[config.mk]
export PLATFORM = sky130hd
export DESIGN_NAME = ex_muldiv_ctrl
export DESIGN_NICKNAME = d
export VERILOG_FILES = /design/src/rtl/ex_muldiv_ctrl_pkg.sv /design/src/rtl/ex_muldiv_ctrl_muldiv_iter.sv /design/src/rtl/ex_muldiv_ctrl.sv
export SDC_FILE = /design/constraint.sdc
export NUM_CORES = 1
export LEC_CHECK = 0
export ABC_AREA = 1
export BUFFER_PORTS_ARGS = -buffer_cell sky130_fd_sc_hd__buf_2
export CORE_AREA = 3 3 71 139
export CTS_CLUSTER_SIZE = 10
export DETAILED_ROUTE_END_ITERATION = 8
export DIE_AREA = 0 0 74 142
export GPL_TIMING_DRIVEN = 0
export MAX_ROUTING_LAYER = met4
export PLACE_DENSITY_LB_ADDON = 0.1
export SYNTH_ARGS = -nofsm -noshare
export SYNTH_HDL_FRONTEND = slang
export SYNTH_HIERARCHICAL = 1
export SYNTH_SLANG_ARGS = --single-unit
export TNS_END_PERCENT = 30
[constraint.sdc]
create_clock -name clk -period 5.7 [get_ports clk]
set_input_delay 0.57 -clock clk [delete_from_list [all_inputs] [get_ports clk]]
set_output_delay 0.57 -clock clk [all_outputs]
set_load 0.02 [all_outputs]
[src/rtl/ex_muldiv_ctrl_pkg.sv]
// Shared encodings and FSM state type for the EX-stage multiply/divide unit.
// Build macro MULDIV_DIV_EN enables DIVU; without it md_op 01 is reserved.
`timescale 1ns/1ps
package ex_muldiv_ctrl_pkg;

  localparam int MD_WIDTH_DEF = 16;

  localparam logic [1:0] MD_MULU = 2'b00;
  localparam logic [1:0] MD_DIVU = 2'b01;

  typedef enum logic [1:0] {
    ST_IDLE = 2'd0,
    ST_BUSY = 2'd1,
    ST_DONE = 2'd2
  } md_state_e;

  function automatic logic md_op_legal(input logic [1:0] op);
`ifdef MULDIV_DIV_EN
    return (op == MD_MULU) || (op == MD_DIVU);
`else
    return (op == MD_MULU);
`endif
  endfunction

endpackage

[src/rtl/ex_muldiv_ctrl_muldiv_iter.sv]
// Radix-2 iterative datapath: shift-add multiply and (with MULDIV_DIV_EN) restoring divide.
// o_hi_nxt/o_lo_nxt show the accumulator/shift register after the current step.
`timescale 1ns/1ps
module muldiv_iter
  import ex_muldiv_ctrl_pkg::*;
#(
  parameter int WIDTH = MD_WIDTH_DEF
) (
  input  logic             clk,
  input  logic             rst,
  input  logic             i_load,
  input  logic             i_step,
  input  logic             i_div,
  input  logic [WIDTH-1:0] i_opa,
  input  logic [WIDTH-1:0] i_opb,
  output logic [WIDTH-1:0] o_lo_nxt,
  output logic [WIDTH-1:0] o_hi_nxt
);

  logic [WIDTH-1:0] r_acc;
  logic [WIDTH-1:0] r_sh;
  logic [WIDTH-1:0] r_b;

  // Multiply: add multiplicand when the shifted-out multiplier bit is set, then shift right.
  logic [WIDTH:0]   w_sum;
  logic [WIDTH-1:0] w_acc_mul;
  logic [WIDTH-1:0] w_sh_mul;

  assign w_sum     = {1'b0, r_acc} + {1'b0, (r_sh[0] ? r_b : '0)};
  assign w_acc_mul = w_sum[WIDTH:1];
  assign w_sh_mul  = {w_sum[0], r_sh[WIDTH-1:1]};

`ifdef MULDIV_DIV_EN
  logic             r_div;
  logic [WIDTH:0]   w_rem_sh;
  logic             w_ge;
  logic [WIDTH-1:0] w_diff;
  logic [WIDTH-1:0] w_acc_div;
  logic [WIDTH-1:0] w_sh_div;

  // Divide: shift next dividend bit into the remainder, subtract divisor if it fits.
  assign w_rem_sh  = {r_acc, r_sh[WIDTH-1]};
  assign w_ge      = (w_rem_sh >= {1'b0, r_b});
  assign w_diff    = WIDTH'(w_rem_sh - {1'b0, r_b});
  assign w_acc_div = w_ge ? w_diff : w_rem_sh[WIDTH-1:0];
  assign w_sh_div  = {r_sh[WIDTH-2:0], w_ge};

  assign o_hi_nxt = r_div ? w_acc_div : w_acc_mul;
  assign o_lo_nxt = r_div ? w_sh_div  : w_sh_mul;

  always_ff @(posedge clk) begin
    if (rst) begin
      r_div <= 1'b0;
    end else if (i_load) begin
      r_div <= i_div;
    end
  end
`else
  logic w_unused_div;
  assign w_unused_div = i_div;
  assign o_hi_nxt     = w_acc_mul;
  assign o_lo_nxt     = w_sh_mul;
`endif

  always_ff @(posedge clk) begin
    if (rst) begin
      r_acc <= '0;
      r_sh  <= '0;
      r_b   <= '0;
    end else if (i_load) begin
      r_acc <= '0;
      r_sh  <= i_opa;
      r_b   <= i_opb;
    end else if (i_step) begin
      r_acc <= o_hi_nxt;
      r_sh  <= o_lo_nxt;
    end
  end

endmodule

[src/rtl/ex_muldiv_ctrl.sv]
// EX-stage multiply/divide controller: FSM, step counter and pipeline stall handshake.
// Build macro MULDIV_DIV_EN enables DIVU (otherwise md_op 01 reports illegal).
`timescale 1ns/1ps
module ex_muldiv_ctrl
  import ex_muldiv_ctrl_pkg::*;
#(
  parameter int WIDTH = MD_WIDTH_DEF
) (
  input  logic             clk,
  input  logic             rst,
  input  logic             ex_valid,
  input  logic             md_req,
  input  logic [1:0]       md_op,
  input  logic [WIDTH-1:0] opa,
  input  logic [WIDTH-1:0] opb,
  input  logic             flush,
  output logic             stall,
  output logic             res_valid,
  output logic [WIDTH-1:0] res_lo,
  output logic [WIDTH-1:0] res_hi,
  output logic             div_zero,
  output logic             illegal,
  output md_state_e        dbg_state
);

  localparam int CW = (WIDTH > 1) ? $clog2(WIDTH) : 1;
  localparam logic [CW-1:0] LAST_STEP = CW'(WIDTH - 1);

  md_state_e        r_state;
  logic [CW-1:0]    r_cnt;
  logic             r_res_valid;
  logic             r_illegal;
  logic [WIDTH-1:0] r_res_lo;
  logic [WIDTH-1:0] r_res_hi;

  logic             w_req;
  logic             w_legal;
  logic             w_dz;
  logic             w_load;
  logic             w_step;
  logic [WIDTH-1:0] w_lo_nxt;
  logic [WIDTH-1:0] w_hi_nxt;

  assign w_req   = ex_valid & md_req & ~flush;
  assign w_legal = md_op_legal(md_op);

`ifdef MULDIV_DIV_EN
  logic r_div_zero;
  assign w_dz     = (md_op == MD_DIVU) && (opb == '0);
  assign div_zero = r_div_zero;

  // Zero-divisor requests go straight to DONE, so the flag pulses with that entry.
  always_ff @(posedge clk) begin
    if (rst) begin
      r_div_zero <= 1'b0;
    end else begin
      r_div_zero <= (r_state == ST_IDLE) && w_req && w_dz;
    end
  end
`else
  assign w_dz     = 1'b0;
  assign div_zero = 1'b0;
`endif

  assign w_load = (r_state == ST_IDLE) && w_req && w_legal && !w_dz;
  assign w_step = (r_state == ST_BUSY) && !flush;

  // Valid/ready: stall holds the EX instruction while the unit owns it; it drops
  // in DONE so the result retires with its instruction, and on flush.
  assign stall = ~rst & (((r_state == ST_IDLE) & w_req) | w_step);

  assign res_valid = r_res_valid;
  assign res_lo    = r_res_lo;
  assign res_hi    = r_res_hi;
  assign illegal   = r_illegal;
  assign dbg_state = r_state;

  muldiv_iter #(
    .WIDTH(WIDTH)
  ) u_iter (
    .clk      (clk),
    .rst      (rst),
    .i_load   (w_load),
    .i_step   (w_step),
    .i_div    (md_op == MD_DIVU),
    .i_opa    (opa),
    .i_opb    (opb),
    .o_lo_nxt (w_lo_nxt),
    .o_hi_nxt (w_hi_nxt)
  );

  always_ff @(posedge clk) begin
    if (rst) begin
      r_state     <= ST_IDLE;
      r_cnt       <= '0;
      r_res_valid <= 1'b0;
      r_illegal   <= 1'b0;
      r_res_lo    <= '0;
      r_res_hi    <= '0;
    end else begin
      case (r_state)
        ST_IDLE: begin
          r_res_valid <= 1'b0;
          r_illegal   <= 1'b0;
          if (w_req) begin
            if (!w_legal) begin
              r_state     <= ST_DONE;
              r_res_valid <= 1'b1;
              r_illegal   <= 1'b1;
              r_res_lo    <= '0;
              r_res_hi    <= '0;
            end else if (w_dz) begin
              r_state     <= ST_DONE;
              r_res_valid <= 1'b1;
              r_res_lo    <= '1;
              r_res_hi    <= opa;
            end else begin
              r_state <= ST_BUSY;
              r_cnt   <= '0;
            end
          end
        end
        ST_BUSY: begin
          if (flush) begin
            r_state <= ST_IDLE;
            r_cnt   <= '0;
          end else if (r_cnt == LAST_STEP) begin
            r_state     <= ST_DONE;
            r_cnt       <= '0;
            r_res_valid <= 1'b1;
            r_res_lo    <= w_lo_nxt;
            r_res_hi    <= w_hi_nxt;
          end else begin
            r_cnt <= r_cnt + CW'(1);
          end
        end
        ST_DONE: begin
          // md_req here belongs to the retiring instruction and is ignored.
          r_state     <= ST_IDLE;
          r_res_valid <= 1'b0;
          r_illegal   <= 1'b0;
        end
        default: begin
          r_state <= ST_IDLE;
        end
      endcase
    end
  end

endmodule
Word-level counts from Yosys, hierarchy flattened
Cells that the tools add are included.

cells by class
  muxes and demuxes = 27
  reduce and logical (&&, ||, !) cells = 15
  equality and inequality tests = 9
  $add $sub $neg = 2
  bitwise logic cells = 7

operator list
  kind                   count
  $mux W16               9
  $pmux W16 S2           2
  $add A16 B16 Y17       1
  $mux W4                4
  $mux W2                4
  $ne A2 B2 Y1 const B   4
  $pmux W4 S2            1
  $reduce_and A3 Y1      2
  $reduce_bool A2 Y1     3
  $reduce_and A5 Y1      1
  $add A4 B1 Y4 const B  1
  $and A1 B1 Y1          4
  $eq A4 B4 Y1 const B   1
  $logic_not A2 Y1       2
  $mux W1                4
  $pmux W2 S2            1
  $logic_and A1 B1 Y1    3
  $ne A3 B2 Y1 const B   1
  $pmux W1 S3            1
  $reduce_bool A3 Y1     1
  $eq A2 B1 Y1 const B   1
  $eq A2 B2 Y1 const B   1
  $ne A2 B1 Y1 const B   1
  $not A1 Y1             2
  other kinds (5)        5

word-level totals
  output and inout bits = 38
  flip-flop bits (word level) = 88
  word-level logic and storage cells = 69
  input port bits = 39

Logic depth before layout (Yosys ltp)
  depth after elaboration = 5
  depth in mapped cells = 17
  depth with buffers taken out = 16

Modules after synthesis
Netlist, hierarchy kept.

by module, submodules not included
  module          sequential area each (um^2)  cells each  instances  area an instance (um^2)
  muldiv_iter     960.9                        483         1          3062.9
  ex_muldiv_ctrl  800.8                        301         1          1974.4

Least setup slack after synthesis
No wires, ideal clock.

  path kind = register to register
  start = reg u_iter.r_sh[0]
  end = reg r_res_hi[10], in the netlist res_hi[10]
  path buffers = 2
  stages on the path, launching flop included = 17
  arrival = 2.024 ns
  period minus slack after synthesis = 2.137 ns
  library setup time = 0.113 ns
  data required time = 5.587 ns
  slack = 3.563 ns
  cell sequence = dfxtp_1 clkbuf_1 clkbuf_1 nand2_1 inv_1 ha_1 or2_1 nand3_1 nand2_2 nand2_1 nand2_1 nand2_1 nand2_1 nand2_1 inv_1 nor2_1 nor2_1

between the ends
  longest elaborated chain between the ends = 5

ends and longest elaborated chain
  what                    line                              RTL
  from (decl)             ex_muldiv_ctrl_muldiv_iter.sv:21  logic [WIDTH-1:0] r_sh;
  from (signal assigned)  ex_muldiv_ctrl_muldiv_iter.sv:72  r_sh <= i_opa;
  from (signal assigned)  ex_muldiv_ctrl_muldiv_iter.sv:76  r_sh <= o_lo_nxt;
  $mux W16                ex_muldiv_ctrl_muldiv_iter.sv:29  assign w_sum = {1'b0, r_acc} + {1'b0, (r_sh[0] ? r_b : '0)};
  $add A16 B16 Y17        ex_muldiv_ctrl_muldiv_iter.sv:29
  named net w_hi_nxt[10]  ex_muldiv_ctrl.sv:42              logic [WIDTH-1:0] w_hi_nxt;
  $mux W16                ex_muldiv_ctrl.sv:127             end else if (r_cnt == LAST_STEP) begin
  $mux W16                ex_muldiv_ctrl.sv:124             if (flush) begin
  $pmux W16 S2            ex_muldiv_ctrl.sv:101             case (r_state)
  to (signal assigned)    ex_muldiv_ctrl.sv:116             r_res_hi <= opa;
  to (signal assigned)    ex_muldiv_ctrl.sv:132             r_res_hi <= w_hi_nxt;
  to (decl)               ex_muldiv_ctrl.sv:34              logic [WIDTH-1:0] r_res_hi;

The timed path passes the listed nets, and every way through them passes these cells. The select of a mux whose other input is x is not followed.
A chain may end at the register's enable or synchronous reset.

Final worst setup path
  start = reg u_iter.r_sh[0]
  end = reg r_res_hi[13], in the netlist res_hi[13]

The elaborated chain is that of the path after synthesis.

==> reports/metrics.yaml <==
min_path:
  min_path_cells: 3
  min_from: "opb[8]"
  worstHoldEndpoint: "u_iter/r_b[8]"
  hold_class: "input port to register"
floorplan:
  dieArea_um2: 10500
  num_rows: 49
  core_area_um2: 9010
  pin_count: 77
  initial_core_util_pct: 55.9
  fp.dieH_um: 142
  die_w_um: 74
cts:
  cts_tree: "built"
  clock-sinks: 88
  path_clk_slew_ns: 0.07
  ctsHoldBuffers: 0
  clockBufferDepth: 2
  post_cts_buffers: 0
  cts-resized-gates: 0
  cts_root_buf: "clkbuf_16"
  clkLatencyLatePin_ns: 0.34
  cts_buffers: 9
  h-tree-depth: 3
pwr:
  peakVddDrop_mv: 0.176
  p_leak_nw: 3.28
  power_density_nw_per_um2: 267
  finalPower_mw: 1.56
yosys:
  synth_area_um2: 5030
  syn_inst: 783
  synth_area_per_cell_um2: 6.43
  yosys_warnings: 6
  syn_nets: 844
critical_path:
  crit-reg2reg-launch: "u_iter/r_sh[0]"
  worstSetupEndpointType: "register"
  r2r-end: "res_hi[13]"
  rrSetupSlack_ns: 2.96
  cp_max_fo: 10
  worstSetupStartpointType: "register"
  required_ns: 5.93
  rr_worst_depth: 17
  cp_data_arrival_time_ns: 2.98
  worst-setup-path-type: "register to register"
drt:
  wl_per_cell_um: 13.9
  ant_nets: 0
  vias_per_cell: 5.13
  vias: 5007
  drc: 0
  drt_iter0_drc: 191
  finalWirelength_um: 13600
  firstDrtPassIters: 5
layout:
  final_common_cell: "nand2_1"
  final_layout_size_suffix_gt1_share_pct: 15.6
  area_delta_synth_final_pct: 15.9
  layout_common_cells: "nand2_1 (223), nor2_1 (160), inv_1 (100)"
  multi_input_area_um2: 2600
  seq_area_um2: 1760
  nets: 930
  fill_cells: 871
  n_antenna_cell: 0
sta:
  fin_crit_ns: 2.74
  finalHoldViolCount: 0
  finalCritPeriodShare_pct: 48.2
  fin_setup_tns_ns: 0
  setup_viol: 0
  fin_skew_ns: 0.00575
  slew_viol_final: 0
  rsz0062_at_grt: "no"
  max_freq_mhz: 364
global_routing:
  grt_overflow: 0
  antenna_found_initial: 0
  grt_pass1_vias: 4904
  grt_use_total_pct: 27.6
  grt_pass1_wl_um: 21600
  grt_max_degree: 16
placement:
  gp_congestion: 0.942
  hpwl_um: 10900
  io_buffers: 75
outcome:
  run_status: "complete, no violations"
run:
  cap_violations: 0
## through the flow
stage          instance area, µm²  std cells  worst slack [ns]  hold slack [ns]  utilization, %
6_report                     5830        976              2.96            0.446            64.7
5_1_grt                      5830        976              2.71            0.446            64.7
4_1_cts                      5830        976              2.98            0.439            64.7
3_5_place_dp                 5540        960              3.02            0.467            61.4
3_3_place_gp                 5540        960              3.06            0.459            61.4
2_1_floorplan                5030        783              3.56            0.459               -
## worst max-delay path by stage
stage,startpoint,endpoint,slack [ns]
after floorplan,u_iter/r_sh[0],res_hi[10],3.56
after global placement,u_iter/r_sh[0],res_hi[13],3.06
after detailed placement,u_iter/r_sh[0],res_hi[13],3.02
after CTS,u_iter/r_sh[0],res_hi[13],2.98
after global routing,u_iter/r_sh[0],res_hi[13],2.71
final,u_iter/r_sh[0],res_hi[13],2.96
## sequential cells by signal (all words and copies together), names as in the netlist
signal and flops:
u_iter/r_sh 16, u_iter/r_acc 16, r_cnt 4, res_hi 16, res_lo 16, illegal 1
res_valid 1, u_iter/r_b 16, dbg_state 2
## critical path, cell delays in order (launching register included)
cell      delay [ns]
dfxtp_1         0.31
clkbuf_1        0.28
clkbuf_1        0.33
nand2_1         0.10
inv_1           0.15
ha_1            0.31
nand2_1         0.13
inv_1           0.06
nand2_1         0.07
nand2_1         0.11
a21oi_1         0.20
nand2_1         0.07
nand2_1         0.08
nand2_1         0.08
nand2_1         0.07
inv_1           0.05
nor2_1          0.15
nor2_1          0.07
## routing by layer
| metal | vias to the layer above | wire, µm | share of wire (%) | track usage (%) |
|---|---|---|---|---|
| met5 | - | 0 | 0 | - |
| met4 | 0 | 857 | 6.3 | 18.1 |
| met3 | 55 | 406 | 3.0 | 3.25 |
| met2 | 126 | 7630 | 56 | 52.2 |
| met1 | 2253 | 4710 | 35 | 24.0 |
| li1 | 2573 | - | - | - |
## layout make-up
type / instances / area share (%)
Multi-Input combinational cell: 547 / 44.6
Sequential cell: 88 / 30.2
Inverter: 101 / 6.50
Timing Repair Buffer: 75 / 6.43
Buffer: 47 / 5.02
Clock buffer: 10 / 3.92
Tap cell: 102 / 2.19
Clock inverter: 6 / 1.18
## report_power, final
group | internal (mW) | total, mW | leakage (nW) | switching [mW]
registers | 0.660 | 0.685 | 0.715 | 0.0248
logic | 0.104 | 0.282 | 2.42 | 0.178
clock network | 0.343 | 0.593 | 0.148 | 0.250
(Power assumes the default switching activity.)
